[config.mk]
export PLATFORM = sky130hd
export DESIGN_NAME = mybusmatrix5x7_arb_rr
export DESIGN_NICKNAME = d
export VERILOG_FILES = /design/src/rtl/mybusmatrix5x7_arb_rr.sv
export SDC_FILE = /design/constraint.sdc
export NUM_CORES = 1
export LEC_CHECK = 0
export ABC_CLOCK_PERIOD_IN_PS = 3700
export BUFFER_PORTS_ARGS = -buffer_cell sky130_fd_sc_hd__buf_2
export CAP_MARGIN = 40
export CORE_ASPECT_RATIO = 1.1
export CORE_UTILIZATION = 43
export DETAILED_ROUTE_END_ITERATION = 16
export HOLD_SLACK_MARGIN = 0.05
export PLACE_DENSITY = 0.6
export SLEW_MARGIN = 20
export SYNTH_ARGS = -nofsm -noshare
export SYNTH_HDL_FRONTEND = slang
export SYNTH_SLANG_ARGS = --single-unit
export TNS_END_PERCENT = 10
[constraint.sdc]
create_clock -name HCLK -period 3.7 [get_ports HCLK]
set_input_delay 0.74 -clock HCLK [delete_from_list [all_inputs] [get_ports HCLK]]
set_output_delay 0.74 -clock HCLK [all_outputs]
set_load 0.005 [all_outputs]
[src/rtl/mybusmatrix5x7_arb_rr.sv]
// Round-robin slave-port arbiter for the 5x7 AHB bus matrix; grant is frozen
// across fixed bursts, locked sequences and undefined INCR bursts up to a beat limit.
//   state | meaning
//   NONE  | {no_port,arb_hold}=10, no input port selected
//   OWNED | {no_port,arb_hold}=00, port selected, open to arbitration
//   HELD  | {no_port,arb_hold}=01, grant frozen by burst, lock or INCR hold
module mybusmatrix5x7_arb_rr #(
  parameter int NUM_PORTS      = 5,
  parameter int INCR_MAX_BEATS = 16
) (
  input  logic                 HCLK,
  input  logic                 HRESETn,
  input  logic [NUM_PORTS-1:0] req_port,
  input  logic                 HREADYM,
  input  logic                 HSELM,
  input  logic [1:0]           HTRANSM,
  input  logic [2:0]           HBURSTM,
  input  logic                 HMASTLOCKM,
  output logic [2:0]           addr_in_port,
  output logic                 no_port,
  output logic                 arb_hold
);

  typedef enum logic [1:0] {
    ST_OWNED = 2'b00,
    ST_HELD  = 2'b01,
    ST_NONE  = 2'b10
  } state_t;

  localparam logic [1:0] TR_IDLE   = 2'b00;
  localparam logic [1:0] TR_BUSY   = 2'b01;
  localparam logic [1:0] TR_NONSEQ = 2'b10;
  localparam logic [1:0] TR_SEQ    = 2'b11;
  localparam logic [4:0] INCR_LIMIT = 5'(INCR_MAX_BEATS);

  state_t     state;
  logic [2:0] addr_q;
  logic [2:0] last_grant;
  logic [4:0] beat_cnt;
  logic [4:0] incr_cnt;
  logic       incr_act;

  logic [4:0] rem;
  logic [4:0] incr_cnt_next;
  logic       incr_act_next;
  logic       hold_next;
  logic [7:0] req_ext;
  logic [3:0] scan_idx;
  logic [2:0] grant_pick;
  logic       req_found;

  assign req_ext = 8'(req_port);

  always_comb begin
    rem           = '0;
    incr_act_next = incr_act;
    incr_cnt_next = incr_cnt;
    if (!HSELM) begin
      incr_act_next = 1'b0;
    end else begin
      case (HTRANSM)
        TR_NONSEQ: begin
          case (HBURSTM[2:1])
            2'b01:   rem = 5'd3;
            2'b10:   rem = 5'd7;
            2'b11:   rem = 5'd15;
            default: rem = 5'd0;
          endcase
          if (HBURSTM == 3'b001) begin
            incr_act_next = 1'b1;
            incr_cnt_next = 5'd1;
          end else begin
            incr_act_next = 1'b0;
          end
        end
        TR_SEQ: begin
          if (beat_cnt != 5'd0) rem = beat_cnt - 5'd1;
          if (incr_act && incr_cnt != 5'd31) incr_cnt_next = incr_cnt + 5'd1;
        end
        TR_BUSY: rem = beat_cnt;
        default: incr_act_next = 1'b0;
      endcase
    end
    hold_next = HMASTLOCKM | (rem != 5'd0) | (incr_act_next & (incr_cnt_next < INCR_LIMIT));
  end

  // Circular scan starting one past the last winner
  always_comb begin
    req_found  = 1'b0;
    grant_pick = last_grant;
    scan_idx   = '0;
    for (int k = 1; k <= NUM_PORTS; k++) begin
      scan_idx = {1'b0, last_grant} + 4'(k);
      if (scan_idx >= 4'(NUM_PORTS)) scan_idx = scan_idx - 4'(NUM_PORTS);
      if (!req_found && req_ext[scan_idx[2:0]]) begin
        req_found  = 1'b1;
        grant_pick = scan_idx[2:0];
      end
    end
  end

  always_ff @(posedge HCLK or negedge HRESETn) begin
    if (!HRESETn) begin
      state      <= ST_NONE;
      addr_q     <= '0;
      last_grant <= 3'(NUM_PORTS - 1);
      beat_cnt   <= '0;
      incr_cnt   <= '0;
      incr_act   <= 1'b0;
    end else if (HREADYM) begin
      beat_cnt <= rem;
      incr_cnt <= incr_cnt_next;
      incr_act <= incr_act_next;
      if (hold_next) begin
        state <= ST_HELD;
      end else if (req_found) begin
        addr_q     <= grant_pick;
        last_grant <= grant_pick;
        state      <= ST_OWNED;
      end else if (HSELM) begin
        state <= ST_OWNED;
      end else begin
        state <= ST_NONE;
      end
    end
  end

  assign addr_in_port = addr_q;
  assign no_port      = state[1];
  assign arb_hold     = state[0];

endmodule

# Word level (Yosys, flattened, before mapping)
# Cells that the tools add are included.
[totals]
ff_bits = 19
inputBits = 15
output_inout_bits = 5
wordCells = 93
[op_classes]
n_addsub = 12
n_lt_le_gt_ge = 11
n_eq_ne = 8
muxes = 39
n_bitwise = 4
reduce_logical = 13
[op_table]
columns = ["operator", "n"]
rows = [
  ["two-way mux 3 bit", 10],
  ["two-way mux 5 bit", 5],
  [">= comparator 4 x 3 -> 1 bit, second input constant", 5],
  ["less-than comparator 3 x 4 -> 1 bit, second input constant", 5],
  ["binary-select mux 1 bit (select 3 bit)", 5],
  ["case mux 5 bit (3 select lines)", 1],
  ["subtractor 3 bit, second input constant", 5],
  ["two-way mux 1 bit", 12],
  ["case mux 4 bit (3 select lines)", 1],
  ["case mux 5 bit (2 select lines)", 1],
  ["nonzero test 5 bit", 2],
  ["adder 3 x 2 -> 4 bit, second input constant", 2],
  ["adder 3 x 3 -> 4 bit, second input constant", 2],
  ["equality test 2 bit, second input constant", 4],
  ["two-way mux 2 bit", 3],
  ["adder 5 x 1 -> 5 bit, second input constant", 1],
  ["logical AND 1 bit", 5],
  ["less-than comparator 5 bit, second input constant", 1],
  ["!= test 5 bit, second input constant", 1],
  ["subtractor 5 x 1 -> 5 bit, second input constant", 1],
  ["adder 3 x 1 -> 4 bit, second input constant", 1],
  ["equality test 2 x 1 -> 1 bit, second input constant", 2],
  ["logical NOT 1 bit", 4],
  ["equality test 3 x 1 -> 1 bit, second input constant", 1],
  ["6 further kinds", 7],
]

# Depth between registers and ports, before layout
# Gate-level depths: netlist of run 1.
[depth]
depth_word = 20
mapped_depth = 14
mapped_depth_nobuf = 12

# Least setup slack after synthesis of run 1
# No wires, ideal clock.
[synth_path]
path_type = "reg-to-reg"
start = "register addr_in_port[0] (netlist name)"
end = "register addr_q[0], in the netlist addr_in_port[0]"
setup_time_ns = 0.131
arrival_time_ns = 2.967
t_required_ns = 3.569
slack_ns = 0.602
stages_incl_launch_ff = 13
path_buffers = 2
period_less_slack_ns = 3.098
cell_sequence = "dfrtp_1 -> buf_6 -> inv_2 -> clkbuf_8 -> ha_1 -> ha_1 -> a21boi_4 -> mux2_2 -> o32a_2 -> and3_4 -> or3_1 -> o211ai_2 -> o221ai_2"
[synth_rtl]
columns = ["item", "line_no", "source"]
rows = [
  ["end signal, assigned", "117", "addr_q <= grant_pick;"],
  ["end, declared", "37", "logic [2:0] addr_q;"],
]

==> results of run 1 <==
report_power, final:
part	internal, mW	switching [mW]	total [mW]
Combinational	0.937	1.24	2.18
Clock	0.0764	0.0650	0.141
Sequential	0.223	0.0586	0.282
Total	1.24	1.36	2.60
cell families (layout without fill, tap and decap cells):
logic type / after synthesis / in the layout
xor+xnor: 5 / 5
simple gates: 114 / 114
buf+inv: 32 / 42
mux: 13 / 13
fa+ha+maj: 14 / 14
compound gates: 81 / 81
flops: 17 / 17
worst max-delay path, cell delays in order (launching register included):
cell and delay (ns):
dfrtp_1 0.52, inv_1 0.23, ha_1 0.24, ha_1 0.37, or2_2 0.30, o21ai_0 0.53
nand3b_1 0.19, o32a_2 0.15, nand3_1 0.15, a311o_1 0.35, a22oi_1 0.21, o32ai_2 0.12
area by class of cell:
cell class	count	area, µm²	share of cell area
flip-flops and latches	17	428	0.170
multi-input cells	227	1770	0.703
repair buffers	23	125	0.0497
well taps	75	93.8	0.0373
inverters	15	56.3	0.0224
clock buffers	4	45.0	0.0179
layer usage:
layer | wire (µm) | global-route usage | vias up | part of all wire
met1 | 2880 | 0.300 | 1032 | 0.50
met3 | 161 | 0.0301 | 6 | 0.028
li1 | - | - | 1054 | -
met2 | 2640 | 0.352 | 38 | 0.46
met5 | 0 | 0 | - | 0
met4 | 37 | 0.0275 | 0 | 0.0065
state kept, by name (all words and copies together) (netlist names):
name / flops
addr_in_port: 3
beat_cnt: 5
incr_act: 1
incr_cnt: 5
last_grant: 1
state: 2
per-stage QoR:
step | cell area [µm²] | hold slack [ns] | instances | util
after CTS | 2520 | 0.417 | 361 | 0.466
final | 2520 | 0.402 | 361 | 0.466
after global placement | 2470 | 0.495 | 357 | 0.458
after floorplan | 2400 | 0.444 | 276 | -
after detailed placement | 2470 | 0.478 | 357 | 0.458
after global routing | 2520 | 0.435 | 361 | 0.466
worst max-delay path by stage:
stage / start / endpoint / slack, ns / depth (start not counted)
global route: addr_in_port[1] / addr_in_port[1] / 0.09 / 11
detailed placement: addr_in_port[1] / addr_in_port[1] / 0.29 / 11
CTS: addr_in_port[1] / addr_in_port[1] / 0.28 / 11
global placement: addr_in_port[1] / addr_in_port[1] / 0.27 / 11
finish: addr_in_port[1] / addr_in_port[1] / 0.21 / 11
floorplan: addr_in_port[0] / addr_in_port[0] / 0.60 / 12
placed cells by master, fill, tap and decap left out, drive strengths merged, types with 4 or more instances in the layout:
cell / n
buf: 23
dfrtp: 15
nand4b: 4
clkbuf: 4
mux2i: 7
o31ai: 4
nand3: 15
xnor2: 5
nor3: 5
a21boi: 6
inv: 15
a211oi: 5
nand3b: 4
and3: 4
nor2b: 11
nor2: 14
nand4: 4
ha: 13
nor3b: 5
nand2b: 7
nand2: 21
a21oi: 13
o21ai: 26
mux2: 4
==> out/metrics.cfg, run 1 <==
[clock_network]
ctsRootBufferMaster=clkbuf_8
cts_buffer_depth=2
cts_sinks=17
cts_buffers=3
post-cts-setup-buffer-count=0
clk_pin_slew_ns=0.07
cts_tree=yes
holdBufCountCts=0
h-tree-depth=1
cts.repair.resized=0
clkLatencyLatePin_ns=0.25

[timing]
max_freq_ghz=0.287
setup_ws_ns=0.214
worstMarginPinSlew_ns=0.662
setup_viol=0
final_max_slew_viol_count=0
fin_crit_sh=0.942
hold_viol=0
fin_tns_setup_ns=0
min_period_ns=3.49
finClkSkew_ns=0.00364
rsz0062_at_grt=false
relSlewSlack=0.554

[global_route]
grt_remaining_overflow=0
grt_pass1_vias=1989
antenna_found_initial=0
grt_first_pass_wirelength_um=9690
grt_max_degree=25
grt_usage=0.214

[routing]
routedWlPerCell_um=15.8
drc=0
drt-initial-drc-count=123
vias=2130
drt_wl_total_um=5720
via_per_inst=5.90
antenna_left=0
dr.pass1.iters=4

[logic_synthesis]
synth-simple-area-share=0.307
synth_top_family_by_area=simple AND/OR/NAND/NOR gates
muxShareOfSynthArea=0.0667
synth_edf_count=0
synth-main-ff-cell=dfrtp_1
synthXorXnorAreaFrac=0.0214
yosys.area_share.adder=0.0761
synth_cells=276
synth_compound_area_frac=0.265
yosys_warnings=0
ys_types=77
ys_top_cells_by_count=26 x o21ai_0, 21 x nand2_1, 15 x dfrtp_1, 15 x nand3_1
synth_top_area_share=0.156
synth_area_leader_cell=dfrtp_1
syn_nets=305
syn_area_mm2=0.00240
avgSynthCellArea_um2=8.70
synthArstFlopShare=1.00
ys_top_cells_by_area=dfrtp_1 16%, ha_1 6.8%, o21ai_0 5.4%
seq_area_frac_synth=0.178
post-synth-top-count-cell=o21ai_0
ys_seq_elements=17

[pwr]
total_power_mw=2.60
irDropWorstVdd_mv=0.389
power.leakage_nw=0.990
power.density_mw_per_mm2=1030

[critical_path]
reg2reg_depth=11
reg2reg_slack_ns=0.21
r2r_start=addr_in_port[1]
required_ns=3.83
reg2reg_to=addr_in_port[1]
path_max_fanout=9
cp_data_arrival_time_ns=3.61
start_kind=flop
end_kind=flop
crit_type=flop to flop

[cells_and_area]
nNetsFinal=316
antenna_cells=0
drive_gt1_frac=0.227
fillCellCount=576
syn_to_final_growth_pct=4.79

[worst_hold_path]
hp-class=primary input to asynchronous set/reset pin

[placement]
preCtsSetupSlack_ns=0.293
dp_hpwl_um=4290
port_buffers=19
gp_congestion=0.938

[floorplanning]
core_area_mm2=0.00540
die_area_mm2=0.00589
die_width_um=73.2
die_h_um=80.4
pin_count=20
initial_utilization=0.445
num_rows=28

[outcome]
status=finished, final reports clean

[flow_run]
drv_cap=0

(Power assumes the default switching activity.)
==> inputs of run 2 (changes only) <==
--- a/config.mk
+++ b/config.mk
@@ -9,10 +9,12 @@
 export BUFFER_PORTS_ARGS = -buffer_cell sky130_fd_sc_hd__buf_2
 export CAP_MARGIN = 40
 export CORE_ASPECT_RATIO = 1.1
-export CORE_UTILIZATION = 43
+export CORE_UTILIZATION = 50
+export CTS_CLUSTER_SIZE = 20
 export DETAILED_ROUTE_END_ITERATION = 16
 export HOLD_SLACK_MARGIN = 0.05
-export PLACE_DENSITY = 0.6
+export PLACE_DENSITY = 0.68
+export RECOVER_POWER = 25
 export SLEW_MARGIN = 20
 export SYNTH_ARGS = -nofsm -noshare
 export SYNTH_HDL_FRONTEND = slang
==> run 2 against run 1 <==
Net effect: sequential power hardly changed; wire length is 0.23% lower; cell area is 1.5% lower; largest cell class unchanged; fmax is 4.9% higher; count of clock-buffer cells in the layout is 1 lower; critical path depth is 1 lower; combinational power is 2% lower; via count is 1.8% lower; flip-flop and latch count stayed put; utilization is 7.0 points higher; worst hold slack better by 0.076 ns.
==> out/metrics.cfg, run 2 (synthesized netlist as in run 1, its figures left out) <==
[critical_path]
reg2reg_depth=10  ; was 11
crit_type=flop to flop  ; unchanged
max_stage_delay_ns=0.57  ; was 0.53 ns
path_buf_inv=1  ; unchanged
slowest_stage=dfrtp_1  ; was o21ai_0
cp_data_arrival_time_ns=3.50  ; was 3.61 ns
crit_cells=10  ; was 11
cp_top_family=compound AO/OA/AOI/OAI gates  ; unchanged
path_cells=inv_1 > ha_1 > ha_1 > a21boi_4 > mux2_2 > o32a_2 > and3_4 > nand4_1 > and2_1 > mux2i_1  ; was inv_1 > ha_1 > ha_1 > or2_2 > o21ai_0 > nand3b_1 > o32a_2 > nand3_1 > a311o_1 > a22oi_1 > o32ai_2
crit_top_cell=ha_1  ; unchanged
end_kind=flop  ; unchanged
start_kind=flop  ; unchanged
required_ns=3.88  ; was 3.83 ns
path_max_fanout=9  ; unchanged

[cells_and_area]
postLayoutCellArea_mm2=0.00248  ; was 0.00252 mm²
drive_gt1_frac=0.222  ; was 0.227
final_common_cell=o21ai_0  ; unchanged
nNetsFinal=314  ; was 316
mostFrequentLayoutCells=26 x o21ai_0, 21 x nand2_1, 18 x buf_2  ; was 26 x o21ai_0, 21 x nand2_1, 19 x buf_2
syn_to_final_growth_pct=3.18  ; was 4.79%
antenna_cells=0  ; unchanged
final_util=0.536  ; was 0.466

[pwr]
total_power_mw=2.56  ; was 2.60 mW
irDropWorstVdd_mv=0.340  ; was 0.389 mV
power.density_mw_per_mm2=1040  ; was 1030 mW/mm²
power.leakage_nw=0.980  ; was 0.990 nW

[clock_network]
post-cts-setup-buffer-count=0  ; unchanged
clk_pin_slew_ns=0.07  ; about the same
holdBufCountCts=0  ; unchanged
cts_buffer_depth=2  ; unchanged
cts.repair.resized=0  ; unchanged
cts_buffers=3  ; unchanged
cts_sinks=17  ; unchanged
clkLatencyLatePin_ns=0.25  ; about the same
cts_tree=yes  ; unchanged
h-tree-depth=1  ; unchanged
ctsRootBufferMaster=clkbuf_8  ; unchanged

[placement]
place_area_mm2=0.00243  ; was 0.00247 mm²
port_buffers=19  ; unchanged
dp_hpwl_um=4190  ; was 4290 µm
gp_congestion=0.909  ; was 0.938

[floorplanning]
die_h_um=74.7  ; was 80.4 µm
pin_count=20  ; unchanged
core_area_mm2=0.00462  ; was 0.00540 mm²
initial_utilization=0.520  ; was 0.445
die_area_mm2=0.00508  ; was 0.00589 mm²
die_width_um=68.1  ; was 73.2 µm
num_rows=26  ; was 28

[timing]
worstMarginPinSlew_ns=1.01  ; was 0.662 ns
final_max_slew_viol_count=0  ; unchanged
holdWs_ns=0.478  ; was 0.402 ns
fin_crit_sh=0.898  ; was 0.942
rsz0062_at_grt=false  ; unchanged
min_period_ns=3.32  ; was 3.49 ns
setup_viol=0  ; unchanged
hold_viol=0  ; unchanged
finClkSkew_ns=0.00208  ; was 0.00364 ns
max_freq_ghz=0.301  ; was 0.287 GHz
fin_tns_setup_ns=0  ; unchanged
relSlewSlack=0.327  ; was 0.554

[global_route]
grt_remaining_overflow=0  ; unchanged
grt_usage=0.247  ; was 0.214
antenna_found_initial=0  ; unchanged
grt_max_degree=25  ; unchanged
grt_first_pass_wirelength_um=9440  ; was 9690 µm
grt_pass1_vias=1991  ; was 1989

[flow_run]
drv_cap=0  ; unchanged

[worst_hold_path]
holdPathStages=2
hp-class=flop to flop  ; was primary input to asynchronous set/reset pin

[routing]
drt_wl_total_um=5700  ; was 5720 µm
dr.pass1.iters=5  ; was 4
via_per_inst=6.15  ; was 5.90
antenna_left=0  ; unchanged
drc=0  ; unchanged
routedWlPerCell_um=16.8  ; was 15.8 µm
vias=2092  ; was 2130
drt-initial-drc-count=133  ; was 123

[outcome]
status=finished, final reports clean  ; unchanged

run 2: worst reg2reg max path: cells and delay by family, from the launching register on:
kind	cells	cell delay (ns)
AO/OA/AOI/OAI	2	0.63
multiplexers	2	0.60
AND/OR/NAND/NOR	3	0.59
adder cells (fa/ha/maj)	2	0.61
buffers and inverters	1	0.25
flip-flops	1	0.57
run 2: area by class of cell:
type,count,area [µm²]
clock inverter,1,5.00
multi-input combinational,227,1770
sequential,17,428
clock buffer,3,41.3
inverter,15,56.3
fill,443,2140
timing repair buffer,21,109
tap,56,70.1
run 2: path summary, 6_finish.rpt:
| kind | slack [ns] | to | from |
|---|---|---|---|
| worst max-delay path | 0.38 | last_grant[2] | addr_in_port[1] |
| worst min-delay path | 0.48 | state[1] | state[1] |
| worst max register to register | 0.38 | last_grant[2] | addr_in_port[1] |
| worst min register to register | 0.48 | state[1] | state[1] |
| max in group asynchronous | 2.46 | beat_cnt[0] | HRESETn |
| min in group asynchronous | 0.63 | beat_cnt[3] | HRESETn |
run 2: layer usage:
| layer | part of all wire | up-vias | GRT usage |
|---|---|---|---|
| li1 | - | 1048 | - |
| met1 | 0.46 | 999 | 0.322 |
| met2 | 0.49 | 35 | 0.415 |
| met3 | 0.024 | 10 | 0.0242 |
| met4 | 0.023 | 0 | 0.0995 |
| met5 | 0 | - | 0 |
run 2: power by group:
part           internal [mW]  leakage [nW]  switching [mW]  total, mW
Clock                 0.0748        0.0255          0.0705      0.145
Sequential             0.223         0.220          0.0582      0.281
Combinational          0.914         0.735            1.22       2.14
Total                   1.21         0.980            1.35       2.56
run 2: through the flow:
stage               worst slack, ns  instances
finish                        0.377        340
global route                  0.159        340
CTS                           0.388        340
detailed placement            0.404        336
global placement              0.465        336
floorplan                     0.602        276
==> inputs of run 3 (changes only) <==
--- a/config.mk
+++ b/config.mk
@@ -15,6 +15,7 @@
 export HOLD_SLACK_MARGIN = 0.05
 export PLACE_DENSITY = 0.68
 export RECOVER_POWER = 25
+export REMOVE_ABC_BUFFERS = 1
 export SLEW_MARGIN = 20
 export SYNTH_ARGS = -nofsm -noshare
 export SYNTH_HDL_FRONTEND = slang
==> run 3 against run 2 <==
Net effect: non-clock buffer count increased by 1; flip-flop and latch count unchanged; power shrank 0.58%; worst hold slack better by 0.0095 ns; combinational power about the same; cell count grew 0.29%; first-iteration DRC count shrank 31%; sequential power grew 2%; cell area up 0.25%; utilization increased by 0.14 points; clock power is 6% lower; critical endpoint is now addr_in_port[1].
==> out/metrics.cfg, run 3 (synthesized netlist as in run 1, its figures left out) <==
[clock_network]
holdBufCountCts=0  ; unchanged
post-cts-setup-buffer-count=0  ; unchanged
cts.repair.resized=0  ; unchanged
cts_buffers=3  ; unchanged
cts_sinks=17  ; unchanged
cts_buffer_depth=2  ; unchanged
ctsRootBufferMaster=clkbuf_8  ; unchanged
clk_pin_slew_ns=0.07  ; about the same
clkLatencyLatePin_ns=0.24  ; was 0.25 ns
cts_tree=yes  ; unchanged
h-tree-depth=1  ; unchanged

[global_route]
grt_usage=0.227  ; was 0.247
grt_first_pass_wirelength_um=8920  ; was 9440 µm
grt_remaining_overflow=0  ; unchanged
grt_pass1_vias=1917  ; was 1991
antenna_found_initial=0  ; unchanged
grt_max_degree=25  ; unchanged

[timing]
holdWs_ns=0.487  ; was 0.478 ns
setup_viol=0  ; unchanged
hold_viol=0  ; unchanged
min_period_ns=3.33  ; was 3.32 ns
fin_crit_sh=0.900  ; was 0.898
finClkSkew_ns=0.00287  ; was 0.00208 ns
rsz0062_at_grt=false  ; unchanged
final_max_slew_viol_count=0  ; unchanged
relSlewSlack=0.374  ; was 0.327
max_freq_ghz=0.300  ; was 0.301 GHz
worstMarginPinSlew_ns=0.940  ; was 1.01 ns
fin_tns_setup_ns=0  ; unchanged

[placement]
port_buffers=19  ; unchanged
dp_hpwl_um=4210  ; was 4190 µm
dp_cells=337  ; was 336
gp_congestion=0.896  ; was 0.909

[routing]
routedWlPerCell_um=16.3  ; was 16.8 µm
drt_wl_total_um=5550  ; was 5700 µm
via_per_inst=6.23  ; was 6.15
vias=2126  ; was 2092
drt-initial-drc-count=92  ; was 133
drc=0  ; unchanged
dr.pass1.iters=5  ; unchanged
antenna_left=0  ; unchanged

[floorplanning]
core_area_mm2=0.00462  ; unchanged
num_rows=26  ; unchanged
initial_utilization=0.520  ; unchanged
die_width_um=68.1  ; unchanged
pin_count=20  ; unchanged
die_area_mm2=0.00508  ; unchanged
die_h_um=74.7  ; unchanged

[cells_and_area]
antenna_cells=0  ; unchanged
drive_gt1_frac=0.221  ; was 0.222
nNetsFinal=315  ; was 314
fin_cells=341  ; was 340
syn_to_final_growth_pct=3.44  ; was 3.18%
mostFrequentLayoutCells=26 x o21ai_0, 21 x nand2_1, 18 x buf_2  ; unchanged
final_common_cell=o21ai_0  ; unchanged

[worst_hold_path]
hp-class=flop to flop  ; unchanged

[pwr]
total_power_mw=2.55  ; was 2.56 mW
power.density_mw_per_mm2=1030  ; was 1040 mW/mm²
power.leakage_nw=0.982  ; was 0.980 nW
irDropWorstVdd_mv=0.634  ; was 0.340 mV

[flow_run]
drv_cap=0  ; unchanged

[critical_path]
end_kind=flop  ; unchanged
path_max_fanout=9  ; unchanged
start_kind=flop  ; unchanged
cp_data_arrival_time_ns=3.48  ; was 3.50 ns
required_ns=3.85  ; was 3.88 ns
crit_type=flop to flop  ; unchanged

[outcome]
status=finished, final reports clean  ; unchanged

## run 3: final timing paths
kind / from / slack (ns) / cells after the start / endpoint
worst max-delay path: addr_in_port[1] / 0.37 / 11 / addr_in_port[1]
worst min-delay path: state[1] / 0.49 / 2 / state[1]
worst max register to register: addr_in_port[1] / 0.37 / 11 / addr_in_port[1]
worst min register to register: state[1] / 0.49 / 2 / state[1]
max in group asynchronous: HRESETn / 2.52 / 1 / incr_cnt[2]
min in group asynchronous: HRESETn / 0.61 / 1 / beat_cnt[0]
## run 3: report_power, final
part           switching (mW)  leakage [nW]  internal [mW]
Combinational            1.20         0.739          0.922
Clock                  0.0594        0.0228         0.0762
Sequential             0.0647         0.220          0.223
Total                    1.33         0.982           1.22
## run 3: critical path: stages (launching register included)
cell	delay [ns]
dfrtp_1	0.58
inv_1	0.26
ha_1	0.25
ha_1	0.36
or2_2	0.30
o21ai_0	0.34
nand3b_1	0.16
o32a_2	0.16
nand3_1	0.15
nor4b_4	0.27
a22oi_1	0.14
o32ai_2	0.26
## run 3: final cells by class
| class | instances | area [µm²] |
|---|---|---|
| fillers | 421 | 2140 |
| inverters | 15 | 56.3 |
| repair buffers | 22 | 116 |
| clock buffers | 4 | 45.0 |
| well taps | 56 | 70.1 |
| multi-input cells | 227 | 1770 |
| flip-flops and latches | 17 | 428 |
## run 3: per-stage QoR
step	setup slack, ns	instance area (µm²)	util
after floorplan	0.306	2250	-
after global placement	0.476	2440	0.528
after detailed placement	0.452	2440	0.528
after CTS	0.435	2480	0.538
after global routing	0.162	2480	0.538
final	0.370	2480	0.538
## run 3: layer usage
metal  vias to the layer above  part of all wire  global-route usage
li1                       1044                 -                   -
met1                      1024              0.45               0.292
met2                        52              0.50               0.406
met3                         6             0.033             0.00909
met4                         0             0.016              0.0648
met5                         -                 0                   0
